## config.mk

```make
export PLATFORM = sky130hd
export DESIGN_NAME = clk_div_sched
export DESIGN_NICKNAME = d
export VERILOG_FILES = /design/src/rtl/clk_div_pkg.sv /design/src/rtl/clk_div_core.sv /design/src/rtl/clk_div_sched.sv
export SDC_FILE = /design/constraint.sdc
export NUM_CORES = 1
export LEC_CHECK = 0
export BUFFER_PORTS_ARGS = -buffer_cell sky130_fd_sc_hd__buf_2
export CORE_MARGIN = 4
export CORE_UTILIZATION = 59
export CTS_CLUSTER_DIAMETER = 40
export DETAILED_ROUTE_END_ITERATION = 10
export PLACE_DENSITY = 0.83
export SLEW_MARGIN = 30
export SYNTH_ARGS = -nofsm -noshare
export SYNTH_HDL_FRONTEND = slang
export SYNTH_SLANG_ARGS = --single-unit
```

## constraint.sdc

```tcl
create_clock -name clk -period 4.9 [get_ports clk]
set_input_delay 0.49 -clock clk [delete_from_list [all_inputs] [get_ports clk]]
set_output_delay 0.49 -clock clk [all_outputs]
set_load 0.1 [all_outputs]
```

## src/rtl/clk_div_pkg.sv

```systemverilog
`default_nettype none
// ============================================================================
//  Module   : clk_div_pkg
//  Brief    : Shared types and constants for the clk_div_sched scheduler.
//  Revision : 1.0
// ============================================================================
package clk_div_pkg;

    typedef enum logic [1:0] {
        IDLE     = 2'd0,
        RUN      = 2'd1,
        STOPPING = 2'd2
    } state_t;

    localparam int CNT_W       = 8;
    localparam int DIV_MIN     = 2;
    localparam int DIV_DEFAULT = 6;

endpackage
`default_nettype wire

```

## src/rtl/clk_div_core.sv

```systemverilog
`default_nettype none
// ============================================================================
//  Module   : clk_div_core
//  Brief    : Period counter with registered divided clock and tick strobe.
//  Revision : 1.0
// ============================================================================
module clk_div_core #(
    parameter int CNT_W = 8
) (
    input  logic             clk,
    input  logic             clr,
    input  logic             run,
    input  logic [CNT_W-1:0] div_active,
    output logic             clk_div,
    output logic             tick,
    output logic             wrap
);

    logic [CNT_W-1:0] r_cnt;
    logic [CNT_W-1:0] w_cnt_next;
    logic [CNT_W:0]   w_half;
    logic             w_clk_div_next;
    logic             w_tick_next;

    // Outputs are registered from the next count so they line up with the
    // cycle the count describes; a wrap or a start always lands on phase 0,
    // where both outputs are low for any legal ratio.
    always_comb begin
        w_half         = ({1'b0, div_active} + (CNT_W+1)'(1)) >> 1;
        wrap           = run && (r_cnt == div_active - CNT_W'(1));
        w_cnt_next     = '0;
        if (run && !wrap) begin
            w_cnt_next = r_cnt + CNT_W'(1);
        end
        w_clk_div_next = run && ({1'b0, w_cnt_next} >= w_half);
        w_tick_next    = run && (w_cnt_next == div_active - CNT_W'(1));
    end

    always_ff @(posedge clk) begin
        if (clr) begin
            r_cnt   <= '0;
            clk_div <= 1'b0;
            tick    <= 1'b0;
        end else begin
            r_cnt   <= w_cnt_next;
            clk_div <= w_clk_div_next;
            tick    <= w_tick_next;
        end
    end

endmodule
`default_nettype wire

```

## src/rtl/clk_div_sched.sv

```systemverilog
`default_nettype none
// ============================================================================
//  Module   : clk_div_sched
//  Brief    : Clock-enable scheduler: run/stop FSM and glitch-free ratio
//             change handshake around clk_div_core.
//  Revision : 1.0
// ============================================================================
module clk_div_sched #(
    parameter int CNT_W       = clk_div_pkg::CNT_W,
    parameter int DIV_DEFAULT = clk_div_pkg::DIV_DEFAULT
) (
    input  logic             clk,
    input  logic             reset,
    input  logic             en,
    input  logic             div_req,
    input  logic [CNT_W-1:0] div_val,
    output logic             div_ack,
    output logic             cfg_err,
    output logic             clk_div,
    output logic             tick,
    output logic             busy
);

    import clk_div_pkg::*;

    localparam logic [CNT_W-1:0] c_div_min   = CNT_W'(DIV_MIN);
    localparam logic [CNT_W-1:0] c_div_reset = CNT_W'(DIV_DEFAULT);

    state_t           r_state;
    state_t           w_state_next;
    logic [CNT_W-1:0] r_div_active;
    logic [CNT_W-1:0] r_pend;
    logic             r_pend_vld;
    logic             r_ack;
    logic             r_err;
    logic             w_run;
    logic             w_wrap;
    logic             w_take;
    logic             w_bad;
    logic             w_apply_now;

    assign w_run       = (r_state != IDLE);
    // The cycle showing ack/err is the requester's chance to drop div_req.
    assign w_take      = div_req && !r_ack && !r_err && !r_pend_vld;
    assign w_bad       = (div_val < c_div_min);
    assign w_apply_now = (r_state == IDLE) || w_wrap;

    always_comb begin
        w_state_next = r_state;
        case (r_state)
            IDLE:     if (en) w_state_next = RUN;
            RUN:      if (!en) w_state_next = STOPPING;
            STOPPING: begin
                if (en)          w_state_next = RUN;
                else if (w_wrap) w_state_next = IDLE;
            end
            default:  w_state_next = IDLE;
        endcase
    end

    always_ff @(posedge clk) begin
        if (!reset) begin
            r_state      <= IDLE;
            r_div_active <= c_div_reset;
            r_pend       <= '0;
            r_pend_vld   <= 1'b0;
            r_ack        <= 1'b0;
            r_err        <= 1'b0;
        end else begin
            r_state <= w_state_next;
            r_ack   <= 1'b0;
            r_err   <= 1'b0;
            if (w_take && w_bad) begin
                r_err <= 1'b1;
            end else if (w_take && w_apply_now) begin
                r_div_active <= div_val;
                r_ack        <= 1'b1;
            end else if (w_take) begin
                r_pend     <= div_val;
                r_pend_vld <= 1'b1;
            end else if (r_pend_vld && w_wrap) begin
                r_div_active <= r_pend;
                r_pend_vld   <= 1'b0;
                r_ack        <= 1'b1;
            end
        end
    end

    clk_div_core #(
        .CNT_W (CNT_W)
    ) u_core (
        .clk        (clk),
        .clr        (!reset),
        .run        (w_run),
        .div_active (r_div_active),
        .clk_div    (clk_div),
        .tick       (tick),
        .wrap       (w_wrap)
    );

    assign div_ack = r_ack;
    assign cfg_err = r_err;
    assign busy    = w_run;

endmodule
`default_nettype wire

```

### Word-level counts from Yosys, hierarchy flattened

Cells that the tools add are included.

| storage, ports and cells | value |
|---|---|
| bits in read-only memories | 0 |
| latch bits | 0 |
| memories kept | 0 |
| output and inout port bits | 5 |
| logic and storage cells | 64 |
| flip-flop bits (word level) | 31 |
| bits in writable memories | 0 |
| bits of input ports | 12 |

| operators by class | value |
|---|---|
| shift-type cells | 0 |
| mux-type cells | 15 |
| bitwise logic cells | 3 |
| multiply operators | 0 |
| reductions and logical operators | 24 |
| order comparisons | 2 |
| div/mod/pow operators | 0 |
| equal/unequal tests | 8 |
| add/subtract/negate cells | 3 |

Operators by type and width:

| kind | count |
|---|---|
| 8-bit 2-to-1 mux | 4 |
| 8-bit equality test | 2 |
| 3-bit AND reduction | 4 |
| 1-bit logical AND | 10 |
| 8-bit by 1-bit adder with 9-bit output (second input constant) | 1 |
| 8-bit by 1-bit adder with 8-bit output (second input constant) | 1 |
| 8-bit >= comparator | 1 |
| 8-bit by 2-bit < comparator with 1-bit output (second input constant) | 1 |
| 2-bit 2-to-1 mux | 4 |
| 8-bit by 1-bit subtractor with 8-bit output (second input constant) | 1 |
| 1-bit 2-to-1 mux | 6 |
| 2-bit case mux with 3 select lines | 1 |
| 2-bit nonzero test | 3 |
| 1-bit logical NOT | 4 |
| 2-bit != test (second input constant) | 2 |
| 3-bit != test (second input constant) | 1 |
| 1-bit NOT | 3 |
| 2-bit by 1-bit equality test with 1-bit output (second input constant) | 1 |
| 2-bit equality test (second input constant) | 1 |
| 2-bit logical NOT | 1 |
| 2-bit by 1-bit != test with 1-bit output (second input constant) | 1 |
| 2-bit OR reduction | 1 |
| 1-bit logical OR | 1 |

### Longest topological paths before layout

Gate-level depths: netlist of run 1.

| depth | value |
|---|---|
| word-level depth | 8 |
| gate-level depth with buffers | 16 |
| gate-level depth less buffers | 15 |

### By module

A second synthesis of run 1 with hierarchy kept.

| second synthesis, totals | value |
|---|---|
| cell total of the unflattened synthesis | 246 |
| area total of the unflattened synthesis | 2120.8 um^2 |

By module, submodules not included:

| module | cells each | sequential area each (um^2) | area each (um^2) | times used |
|---|---|---|---|---|
| clk_div_core | 147 | 200.2 | 1212.4 | 1 |
| clk_div_sched | 99 | 420.4 | 908.4 | 1 |

### Worst setup path before layout of run 1

OpenSTA, ideal clock, no wires.

| timing | value |
|---|---|
| kind | flip-flop to flip-flop |
| start | reg r_div_active[0] |
| end | reg u_core.clk_div |
| data arrival time | 3.382 ns |
| setup time | 0.123 ns |
| stages on the path, launching flop included | 14 |
| clock period less this slack | 3.505 ns |
| data required time | 4.777 ns |
| setup slack | 1.395 ns |
| path through | dfxtp_1 > buf_6 > or4_1 > or4_1 > buf_2 > xnor2_4 > a41oi_4 > nand2b_1 > ha_1 > nand2b_1 > maj3_1 > maj3_1 > nand3_1 > o21ai_0 |

| between the ends | value |
|---|---|
| longest elaborated chain between the ends | 8 |
| elaborated cells between the ends (all ways) | 9 |
| those cells by class | add/sub (2); order compare (1); eq/ne (1); mux (1); reduce/logical (4) |

RTL lines:

| what | RTL line | source |
|---|---|---|
| start, declared | clk_div_sched.sv:31 | `logic [CNT_W-1:0] r_div_active;` |
| start signal, assigned | clk_div_sched.sv:64 | `r_div_active <= c_div_reset;` |
| start signal, assigned | clk_div_sched.sv:76 | `r_div_active <= div_val;` |
| start signal, assigned | clk_div_sched.sv:82 | `r_div_active <= r_pend;` |
| 8-bit by 1-bit subtractor with 8-bit output | clk_div_core.sv:30 | `wrap = run && (r_cnt == div_active - CNT_W'(1));` |
| 8-bit equality test | clk_div_core.sv:30 |  |
| 1-bit logical AND | clk_div_core.sv:30 |  |
| 1-bit logical NOT | clk_div_core.sv:32 | `if (run && !wrap) begin` |
| 1-bit logical AND | clk_div_core.sv:32 |  |
| 8-bit 2-to-1 mux | clk_div_core.sv:32 |  |
| 8-bit >= comparator (*) | clk_div_core.sv:35 | `w_clk_div_next = run && ({1'b0, w_cnt_next} >= w_half);` |
| 1-bit logical AND (*) | clk_div_core.sv:35 |  |
| end signal, assigned | clk_div_core.sv:46 | `clk_div <= w_clk_div_next;` |
| end, declared | clk_div_core.sv:14 | `output logic clk_div,` |

Every way passes the cells marked *; elsewhere a longest branch is shown, timed or not.
A chain may end at the register's enable or synchronous reset.

### Worst setup path in the final report of run 1

| timing | value |
|---|---|
| start | reg r_div_active[0] |
| end | reg u_core.clk_div |

| between the ends | value |
|---|---|
| longest elaborated chain between the ends | 8 |
| elaborated cells between the ends (all ways) | 9 |
| those cells by class | add/sub (2); order compare (1); eq/ne (1); mux (1); reduce/logical (4) |

RTL lines:

| what | RTL line | source |
|---|---|---|
| 8-bit by 1-bit subtractor with 8-bit output | clk_div_core.sv:30 |  |
| 8-bit equality test | clk_div_core.sv:30 |  |
| 1-bit logical AND | clk_div_core.sv:30 |  |
| 1-bit logical NOT | clk_div_core.sv:32 |  |
| 1-bit logical AND | clk_div_core.sv:32 |  |
| 8-bit 2-to-1 mux | clk_div_core.sv:32 |  |
| net u_core.w_cnt_next[5] | clk_div_core.sv:20 | `logic [CNT_W-1:0] w_cnt_next;` |
| 8-bit >= comparator | clk_div_core.sv:35 |  |
| 1-bit logical AND | clk_div_core.sv:35 |  |

The timed path passes the listed nets, and every way through them passes these cells.

==> impl_results.md, run 1 <==
- Period minus WS final: 3.92 ns
- Yosys warns: 0
- TritonCTS clock tree: built
- Synthesized Nets: 265
- Complex-gate fraction of the synthesized area: 15.4%
- Sequential area share after synthesis: 30.1%
- Synth Flop Type: dfxtp_1
- Via density per instance: 5.96
- Status: finished clean
- Final Hold Viols: 0
- Routability congestion estimate: 0.873
- Syn Std Cell Area: 2060 um^2
- Max Cap Viol: 0
- Routed Antenna Nets: 0
- Die H: 67.1 um
- FP Rows: 21
- Nets: 276
- Synth Register Bits: 31
- Worst Setup Start Kind: register
- CP arrival: 4.16 ns
- Rel. slew slack: 58.2%
- R2r setup slk: 0.98 ns
- First-pass GRT wire length: 7820 um
- # port buffers: 16
- Clk pin slew, worst setup/hold paths: 0.10 ns
- Worst min path class: input pin to register
- Syn Inst Count: 244
- RR Startpoint: r_div_active[0]
- Leakage power: 0.896 nW
- CTS resizes: 0
- PwrDens: 299 nW/um^2
- CP required: 5.14 ns
- DRC violations left: 0
- Final worst setup slack: 0.980 ns
- Crit path from: r_div_active[0]
- Drt pass-1 iters: 4
- Clk sinks: 31
- Largest family of logic cells by synthesized area: simple AND/OR/NAND/NOR gates
- F_max: 255 MHz
- CORE AREA: 3360 um^2
- Setup-failing EPs final: 0
- Htree depth: 2
- DR vias: 1800
- Largest net degree at the start of global routing: 35
- I/O pin cnt: 17
- Avg WL per Cell: 15.1 um
- Largest area contributor in the netlist: dfxtp_1
- Syn_area_per_cell: 8.45 um^2
- Root Driver: clkbuf_4
- Worst Hold Launch: en
- Final worst path period share: 80.0%
- Max VDD drop: 166 uV
- Worst Skew: 0.00725 ns
- Max-slew violation count: 0
- N_diodes: 0
- WL final: 4570 um
- Post-synth top area share: 30.1%
- Synth unique cells: 48
- Reg2Reg Depth: 15
- Total track usage: 23.0%
- Post-synth EDFFs: 0
- Hold Buf Count CTS: 0
- Die Area: 4500 um^2
- Worst slack at placement: 1.15 ns
- Initial antenna violation count: 0
- Die width: 67.1 um
- Setup CP Type: register to register
- R2R Path End: u_core.clk_div
- Area share of and/or/nand/nor cells after synthesis: 25.5%
- Critical Path Sink: u_core.clk_div
- Ys async rst share: 0%
- Layout cells sized above 1: 11.3%
- Crit-path max FO: 11
- Clock Latency Late Sink: 0.34 ns
- CTS Buffer Depth: 2
- Remaining global-route overflow: 0
- Mux contribution to synthesized area: 3.88%
- XOR/XNOR Fraction of Synth Area: 14.7%
- 1st-iter DRT viols: 94
- Area delta synth->final: 7.59%
- Unrepaired setup endpoints after global routing: no
- Setup bufs post-CTS: 0
- Worst Max-Slew Pin Slew: 0.624 ns
- CTS Buf Count: 5
- Setup TNS: 0 ns
- Via count of the first global-routing pass: 1686
- Ranking of synthesized cells by area: dfxtp_1 30%, xor2_1 7.6%, ha_1 5.5%
- Synth Area in Adders: 6.43%
- DP HPWL: 3340 um
- CP endpoint kind: register
- Initial core utilization: 61.3%
worst max-delay path: stages (launching register included):
cell,delay (ns)
dfxtp_1,0.42
inv_1,0.13
ha_1,0.18
nor3b_1,0.45
nand2_1,0.20
xnor2_1,0.49
nand3_1,0.33
o21ai_1,0.45
nor2_1,0.11
ha_1,0.33
a21o_1,0.18
a21o_1,0.17
a21oi_1,0.14
nor2_1,0.05
a21oi_1,0.10
o21ai_0,0.09
worst min-delay path by stage:
stage | cells past startpoint | slack [ns] | endpoint
floorplan | 2 | 0.44 | r_pend[3]
global placement | 2 | 0.45 | r_pend[5]
detailed placement | 2 | 0.46 | r_pend[0]
CTS | 2 | 0.31 | r_state[1]
global route | 2 | 0.31 | r_state[1]
finish | 2 | 0.32 | r_state[1]
cells in the final DEF (no fill, tap or decap), types with 4 or more instances in the layout:
cell type and n:
xor2_1 18, o21ai_0 16, buf_2 16, nand2b_1 4, ha_1 9, nor2_1 20, xnor2_1 11, inv_1 4
a21oi_1 14, and3_1 8, nand3_1 21, mux2i_1 8, dfxtp_1 31, nor3b_1 5, nand2_1 20, clkbuf_4 5
cell usage after synthesis, types with 3 or more instances:
master	n
dfxtp_1	31
nand3_1	21
nand2_1	20
nor2_1	20
xor2_1	18
o21ai_0	16
a21oi_1	14
xnor2_1	11
ha_1	9
and3_1	8
mux2i_1	8
clkbuf_1	6
nor3b_1	5
inv_1	4
nand2b_1	4
buf_2	3
nor3_1	3
o211ai_1	3
or4_1	3
layout make-up:
class                   count  area [um^2]
multi-input cells         197         1360
fillers                   297         1140
inverters                   4         15.0
flip-flops and latches     31          621
well taps                  46         57.6
clock inverters             2         35.0
repair buffers             16         80.1
clock buffers               6         51.3
stage by stage:
| step | hold slack [ns] | total power, mW | cells | area (um^2) | utilization, % |
|---|---|---|---|---|---|
| floorplan | 0.443 | 0.420 | 244 | 2060 | - |
| global placement | 0.453 | 0.446 | 294 | 2130 | 63.4 |
| detailed placement | 0.461 | 0.450 | 294 | 2130 | 63.4 |
| CTS | 0.311 | 0.664 | 302 | 2220 | 66.0 |
| global route | 0.308 | 0.698 | 302 | 2220 | 66.0 |
| finish | 0.318 | 0.663 | 302 | 2220 | 66.0 |
power by group:
part	switching [mW]	leakage (nW)	internal (mW)	total [mW]
Sequential	0.0230	0.253	0.266	0.289
Combinational	0.0976	0.595	0.0614	0.159
Clock	0.0952	0.0482	0.120	0.216
Total	0.216	0.896	0.447	0.663
cell families after synthesis:
| kind of cell | after synthesis |
|---|---|
| simple gates | 98 |
| compound gates | 49 |
| flops | 31 |
| xor+xnor | 31 |
| buf+inv | 16 |
| mux | 8 |
| fa+ha+maj | 11 |
per-layer routing:
metal | GRT usage (%) | up-vias | share of wire (%)
li1 | - | 906 | -
met1 | 30.3 | 830 | 47
met2 | 35.0 | 53 | 45
met3 | 6.07 | 11 | 5.9
met4 | 10.1 | 0 | 2.3
met5 | 0 | - | 0
registers in the layout (all words and copies together), names as in the netlist, 2 cells and up:
register      flops
r_pend            8
u_core.r_cnt      8
r_state           2
r_div_active      8
No activity file was read; power rests on OpenSTA's default activity.
==> run 2: changes to the inputs <==
ABC_AREA = 1   (was not set)
CORE_UTILIZATION = 54   (was 59)
PLACE_DENSITY = 0.8   (was 0.83)
clock period = 3.5 ns   (was 4.9 ns; I/O delays follow)
==> impl_results.md, run 2 <==
- Worst Max-Slew Pin Slew: 0.629 ns (+0.00442 ns)
- DRC violations left: 0 (unchanged)
- Complex-gate fraction of the synthesized area: 11.8% (-3.6 points)
- First-pass GRT wire length: 8250 um (+5.4%)
- TritonCTS clock tree: built
- Hold Path End: r_state[1]
- Placed Area: 2220 um^2 (+4.0%)
- CTS Buffer Depth: 2 (unchanged)
- Setup TNS: 0 ns (unchanged)
- Drt pass-1 iters: 5 (+1)
- RR Startpoint: r_div_active[1]
- CP required: 3.72 ns (-1.42 ns)
- Post-synth top cells: 87 x nand2_1, 34 x inv_1, 31 x dfxtp_1, 28 x nor2_1, 26 x nand3_1
- FP Rows: 22 (+4.8%)
- Die H: 71.0 um (+5.8%)
- Syn Std Cell Area: 2140 um^2 (+3.9%)
- Syn Inst Count: 321 (+32%)
- R2r setup slk: 0.45 ns (-0.53 ns)
- Post-synth EDFFs: 0 (unchanged)
- I/O pin cnt: 17 (unchanged)
- Area share of and/or/nand/nor cells after synthesis: 39.7% (+14 points)
- Ys async rst share: 0% (unchanged)
- Setup-failing EPs final: 0 (unchanged)
- Status: finished clean
- Die width: 71.0 um (+5.8%)
- Synth unique cells: 36 (-25%)
- Mux contribution to synthesized area: 0% (-3.9 points)
- Area delta synth->final: 9.75%
- Worst Skew: 0.00810 ns (+0.000851 ns)
- Top Registers: r_div_active: 8 flops, r_pend: 8 flops, u_core.r_cnt: 8 flops
- Most common cell after layout, fill and taps aside: nand2_1
- Worst slack at placement: 0.531 ns (-0.615 ns)
- CTS resizes: 0 (unchanged)
- Rel. slew slack: 57.9% (-0.37 points)
- Routability congestion estimate: 0.938 (+7.5%)
- N_diodes: 0 (unchanged)
- Ranking of synthesized cells by area: dfxtp_1 29%, nand2_1 15%, nand3_1 6.1%
- Htree depth: 2 (unchanged)
- Clk sinks: 31 (unchanged)
- Final worst path period share: 87.0% (+7.0 points)
- Hold Buf Count CTS: 0 (unchanged)
- Period minus WS final: 3.05 ns (-0.874 ns)
- Largest family of logic cells by synthesized area: simple AND/OR/NAND/NOR gates
- F_max: 328 MHz (+29%)
- Post-layout instance area: 2350 um^2 (+6.0%)
- Largest net degree at the start of global routing: 16 (-54%)
- Synth Flop Type: dfxtp_1
- Post-synth top area share: 29.0% (-1.1 points)
- Syn_area_per_cell: 6.67 um^2 (-21%)
- # port buffers: 16 (unchanged)
- Worst Setup Start Kind: register
- Via density per instance: 5.30 (-11%)
- Final Hold Viols: 0 (unchanged)
- Final worst setup slack: 0.454 ns (-0.526 ns)
- Max VDD drop: 279 uV (+68%)
- Unrepaired setup endpoints after global routing: no
- Layout cells sized above 1: 15.2% (+3.9 points)
- Nets: 356 (+29%)
- Crit-path max FO: 13 (+2)
- CORE AREA: 3740 um^2 (+11%)
- Yosys warns: 0 (unchanged)
- Leakage power: 1.10 nW (+23%)
- Sequential area share after synthesis: 29.0% (-1.1 points)
- Most frequent cells in the layout: 87 x nand2_1, 34 x inv_1, 31 x dfxtp_1, 28 x nor2_1, 26 x nand3_1
- PwrDens: 450 nW/um^2 (+50%)
- Setup bufs post-CTS: 0 (unchanged)
- Synthesized Nets: 342 (+29%)
- Worst min path class: input pin to register
- CP arrival: 3.27 ns (-0.89 ns)
- Setup CP Type: register to register
- CTS Buf Count: 5 (unchanged)
- Total track usage: 20.5% (-2.5 points)
- Reg2Reg Depth: 19 (+4)
- Initial antenna violation count: 0 (unchanged)
- XOR/XNOR Fraction of Synth Area: 4.09% (-11 points)
- Fin util: 62.8% (-3.2 points)
- Largest area contributor in the netlist: dfxtp_1
- R2R Path End: u_core.clk_div
- Clk pin slew, worst setup/hold paths: 0.07 ns (-0.03 ns)
- WL final: 4840 um (+5.8%)
- Worst Hold Launch: en
- Synth Area in Adders: 5.26% (-1.2 points)
- Synth Register Bits: 31 (unchanged)
- Routed Antenna Nets: 0 (unchanged)
- Clock Latency Late Sink: 0.29 ns (-0.05 ns)
- Avg WL per Cell: 12.6 um (-17%)
- 1st-iter DRT viols: 177 (+88%)
- DR vias: 2035 (+13%)
- DP HPWL: 3740 um (+12%)
- Via count of the first global-routing pass: 1803 (+6.9%)
- Hold depth: 2 (unchanged)
- Max Cap Viol: 0 (unchanged)
- Root Driver: clkbuf_8
- Die Area: 5040 um^2 (+12%)
- Initial core utilization: 57.2% (-4.1 points)
- CP endpoint kind: register
- Max-slew violation count: 0 (unchanged)
- Remaining global-route overflow: 0 (unchanged)
- Most common cell in the synthesized netlist: nand2_1
[run 2: cell types whose count changed after synthesis, moves of 5 or more]
| cell | delta |
|---|---|
| nand2_1 | +67 |
| inv_1 | +30 |
| xnor2_1 | -10 |
| xor2_1 | -9 |
| and3_1 | -8 |
| mux2i_1 | -8 |
| nor2_1 | +8 |
| nand4_1 | +7 |
| a21oi_1 | +5 |
| inv_2 | +5 |
| nand3_1 | +5 |
| nor3b_1 | -5 |
| o21ai_0 | -5 |
[run 2: through the flow]
stage          cells  power, mW  hold slack, ns
2_1_floorplan    321      0.592           0.428
3_3_place_gp     376      0.629           0.441
3_5_place_dp     376      0.634           0.444
4_1_cts          384       1.06           0.236
5_1_grt          384       1.11           0.239
6_report         384       1.06           0.239
[run 2: power breakdown]
group / internal [mW] / switching, mW / leakage, nW / total [mW]
Clock: 0.285 / 0.143 / 0.0654 / 0.428
Combinational: 0.0766 / 0.156 / 0.779 / 0.233
Sequential: 0.371 / 0.0251 / 0.253 / 0.396
Total: 0.732 / 0.325 / 1.10 / 1.06
[run 2: cell type report]
cell class                 instances  area, um^2
timing repair buffer              16        80.1
clock inverter                     2        60.1
multi-input combinational        240        1300
fill                             358        1390
sequential                        31         621
tap                               48        60.1
clock buffer                       6        72.6
inverter                          41         154
[run 2: worst max-delay path by stage]
stage	from	end	slack, ns	cells past startpoint
after floorplan	r_div_active[1]	u_core.clk_div	0.81	19
after detailed placement	r_div_active[1]	u_core.clk_div	0.53	19
after CTS	r_div_active[1]	u_core.clk_div	0.50	19
final	r_div_active[1]	u_core.clk_div	0.45	19
after global placement	r_div_active[1]	u_core.clk_div	0.65	19
after global routing	r_div_active[1]	u_core.clk_div	0.13	22
[run 2: logic make-up (layout without fill, tap and decap cells)]
group           after synthesis  in the layout
flops                        31             31
compound gates               43             43
simple gates                178            178
xor+xnor                     10             10
fa+ha+maj                     9              9
buf+inv                      50             65
[run 2: critical path, cell delays in order (launching register included)]
cell and delay [ns]:
dfxtp_1 0.45, inv_1 0.14, ha_1 0.35, or2_2 0.28
nand3_1 0.08, nor2_1 0.05, nand3_1 0.07, nor2_2 0.05
nand3_4 0.12, nand2_4 0.14, inv_1 0.17, nand2_1 0.11
ha_1 0.29, nor2_1 0.05, or2_2 0.28, nand3_1 0.10
nand2_1 0.06, nand2_1 0.05, nand2_1 0.04, a21oi_1 0.12
[run 2: routing by layer]
layer	share of wire [%]	vias to the layer above	track usage, %
met3	5.8	13	3.98
li1	-	1068	-
met2	46	75	33.8
met1	45	879	26.2
met4	2.3	0	8.35
met5	0	-	0
==> run 3: changes to the inputs <==
PLACE_DENSITY = 0.76   (was 0.8)
==> impl_results.md, run 3 (synthesized netlist as in run 2, its figures left out) <==
- DRC violations left: 0 (unchanged)
- Worst Setup Start Kind: register
- N_diodes: 0 (unchanged)
- Final Hold Viols: 0 (unchanged)
- CTS Buf Count: 5 (unchanged)
- Leakage power: 1.08 nW (-1.4%)
- Die Area: 5040 um^2 (unchanged)
- Root Driver: clkbuf_8
- Placed cells: 376 (unchanged)
- PwrDens: 411 nW/um^2 (-8.7%)
- Via density per instance: 5.28 (-0.39%)
- # port buffers: 16 (unchanged)
- CP arrival: 3.27 ns (about the same)
- CP endpoint kind: register
- Final worst path period share: 87.0% (about the same)
- Crit path from: r_div_active[0]
- Crit-path max FO: 13 (unchanged)
- Initial core utilization: 57.2% (unchanged)
- Post-layout instance area: 2320 um^2 (-1.2%)
- Worst Skew: 0.00601 ns (-0.00209 ns)
- 1st-iter DRT viols: 101 (-43%)
- Remaining global-route overflow: 0 (unchanged)
- Die width: 71.0 um (unchanged)
- TritonCTS clock tree: built
- DR vias: 2027 (-0.39%)
- Layout cells sized above 1: 15.5% (+0.30 points)
- First-pass GRT wire length: 8370 um (+1.5%)
- Top Registers: r_div_active: 8 flops, r_pend: 8 flops, u_core.r_cnt: 8 flops
- Area delta synth->final: 8.41%
- Clk pin slew, worst setup/hold paths: 0.07 ns (about the same)
- Placed Area: 2220 um^2 (unchanged)
- Unrepaired setup endpoints after global routing: no
- Setup-failing EPs final: 0 (unchanged)
- RR Startpoint: r_div_active[0]
- Worst min path class: input pin to register
- Max VDD drop: 270 uV (-3.2%)
- Most common cell after layout, fill and taps aside: nand2_1
- Htree depth: 2 (unchanged)
- FP Rows: 22 (unchanged)
- Period minus WS final: 3.05 ns (-0.000675 ns)
- WL final: 4910 um (+1.4%)
- Routability congestion estimate: 0.960 (+2.3%)
- Setup CP Type: register to register
- Total track usage: 20.9% (+0.36 points)
- Clock Latency Late Sink: 0.29 ns (about the same)
- Initial antenna violation count: 0 (unchanged)
- Max Cap Viol: 0 (unchanged)
- Setup bufs post-CTS: 0 (unchanged)
- Worst Max-Slew Pin Slew: 0.615 ns (-0.0134 ns)
- F_max: 328 MHz (about the same)
- Rel. slew slack: 58.6% (+0.75 points)
- Final std cells w/o fill: 384 (unchanged)
- DP HPWL: 3790 um (+1.3%)
- Via count of the first global-routing pass: 1881 (+4.3%)
- Worst Hold Launch: en
- Most frequent cells in the layout: 87 x nand2_1, 34 x inv_1, 31 x dfxtp_1, 28 x nor2_1, 26 x nand3_1
- CP required: 3.72 ns (about the same)
- Largest net degree at the start of global routing: 16 (unchanged)
- Avg WL per Cell: 12.8 um (+1.4%)
- CORE AREA: 3740 um^2 (unchanged)
- Setup TNS: 0 ns (unchanged)
- # fillers: 392 (+9.5%)
- Hold Buf Count CTS: 0 (unchanged)
- I/O pin cnt: 17 (unchanged)
- CTS resizes: 0 (unchanged)
- Die H: 71.0 um (unchanged)
- CTS Buffer Depth: 2 (unchanged)
- R2r setup slk: 0.45 ns (about the same)
- Clk sinks: 31 (unchanged)
- Routed Antenna Nets: 0 (unchanged)
- Nets: 356 (unchanged)
- Status: finished clean
- Fin util: 62.0% (-0.77 points)
- Drt pass-1 iters: 4 (-1)
- Max-slew violation count: 0 (unchanged)
[run 3: cell count changes in the layout (fill, tap and decap cells not counted), sizes merged]
cell,change
bufinv,-2
clkbuf,+1
clkinvlp,+1
[run 3: final timing paths]
check,endpoint,cells past startpoint
max,u_core.clk_div,19
min reg2reg,r_pend[1],2
min,r_state[1],2
max reg2reg,u_core.clk_div,19
[run 3: cell type report]
class                           count  area [um^2]  share of cell area, %
Clock buffer                        7         96.3                   4.15
Clock inverter                      1         7.51                  0.323
Inverter                           41          154                   6.63
Multi-Input combinational cell    240         1300                   56.1
Sequential cell                    31          621                   26.7
Tap cell                           48         60.1                   2.59
Timing Repair Buffer               16         80.1                   3.45
[run 3: worst max-delay path: stages (launching register included)]
cell and delay (ns):
dfxtp_1 0.43, inv_2 0.12, ha_1 0.38, or2_2 0.29, nand3_1 0.08, nor2_1 0.05
nand3_1 0.08, nor2_2 0.05, nand3_4 0.12, nand2_4 0.14, inv_1 0.17, nand2_1 0.10
ha_1 0.28, nor2_1 0.05, or2_2 0.29, nand3_1 0.08, nand2_1 0.05, nand2_1 0.06
nand2_1 0.04, a21oi_1 0.12
[run 3: per-layer routing]
metal,vias to the layer above,global-route usage [%],wire [um]
li1,1067,-,-
met1,911,25.8,2290
met2,40,35.0,2320
met3,9,4.26,183
met4,0,8.98,113
met5,-,0,0
[run 3: power by group]
part | switching [mW] | internal (mW)
sequential | 0.0245 | 0.371
clock | 0.146 | 0.179
combinational | 0.156 | 0.0768
[run 3: per-stage QoR]
step / hold slack [ns] / setup WS, ns / total power [mW]
final: 0.235 / 0.455 / 0.953
after global routing: 0.230 / 0.149 / 1.01
after CTS: 0.224 / 0.457 / 0.960
after detailed placement: 0.447 / 0.500 / 0.633
after global placement: 0.441 / 0.642 / 0.630
after floorplan: 0.428 / 0.812 / 0.592
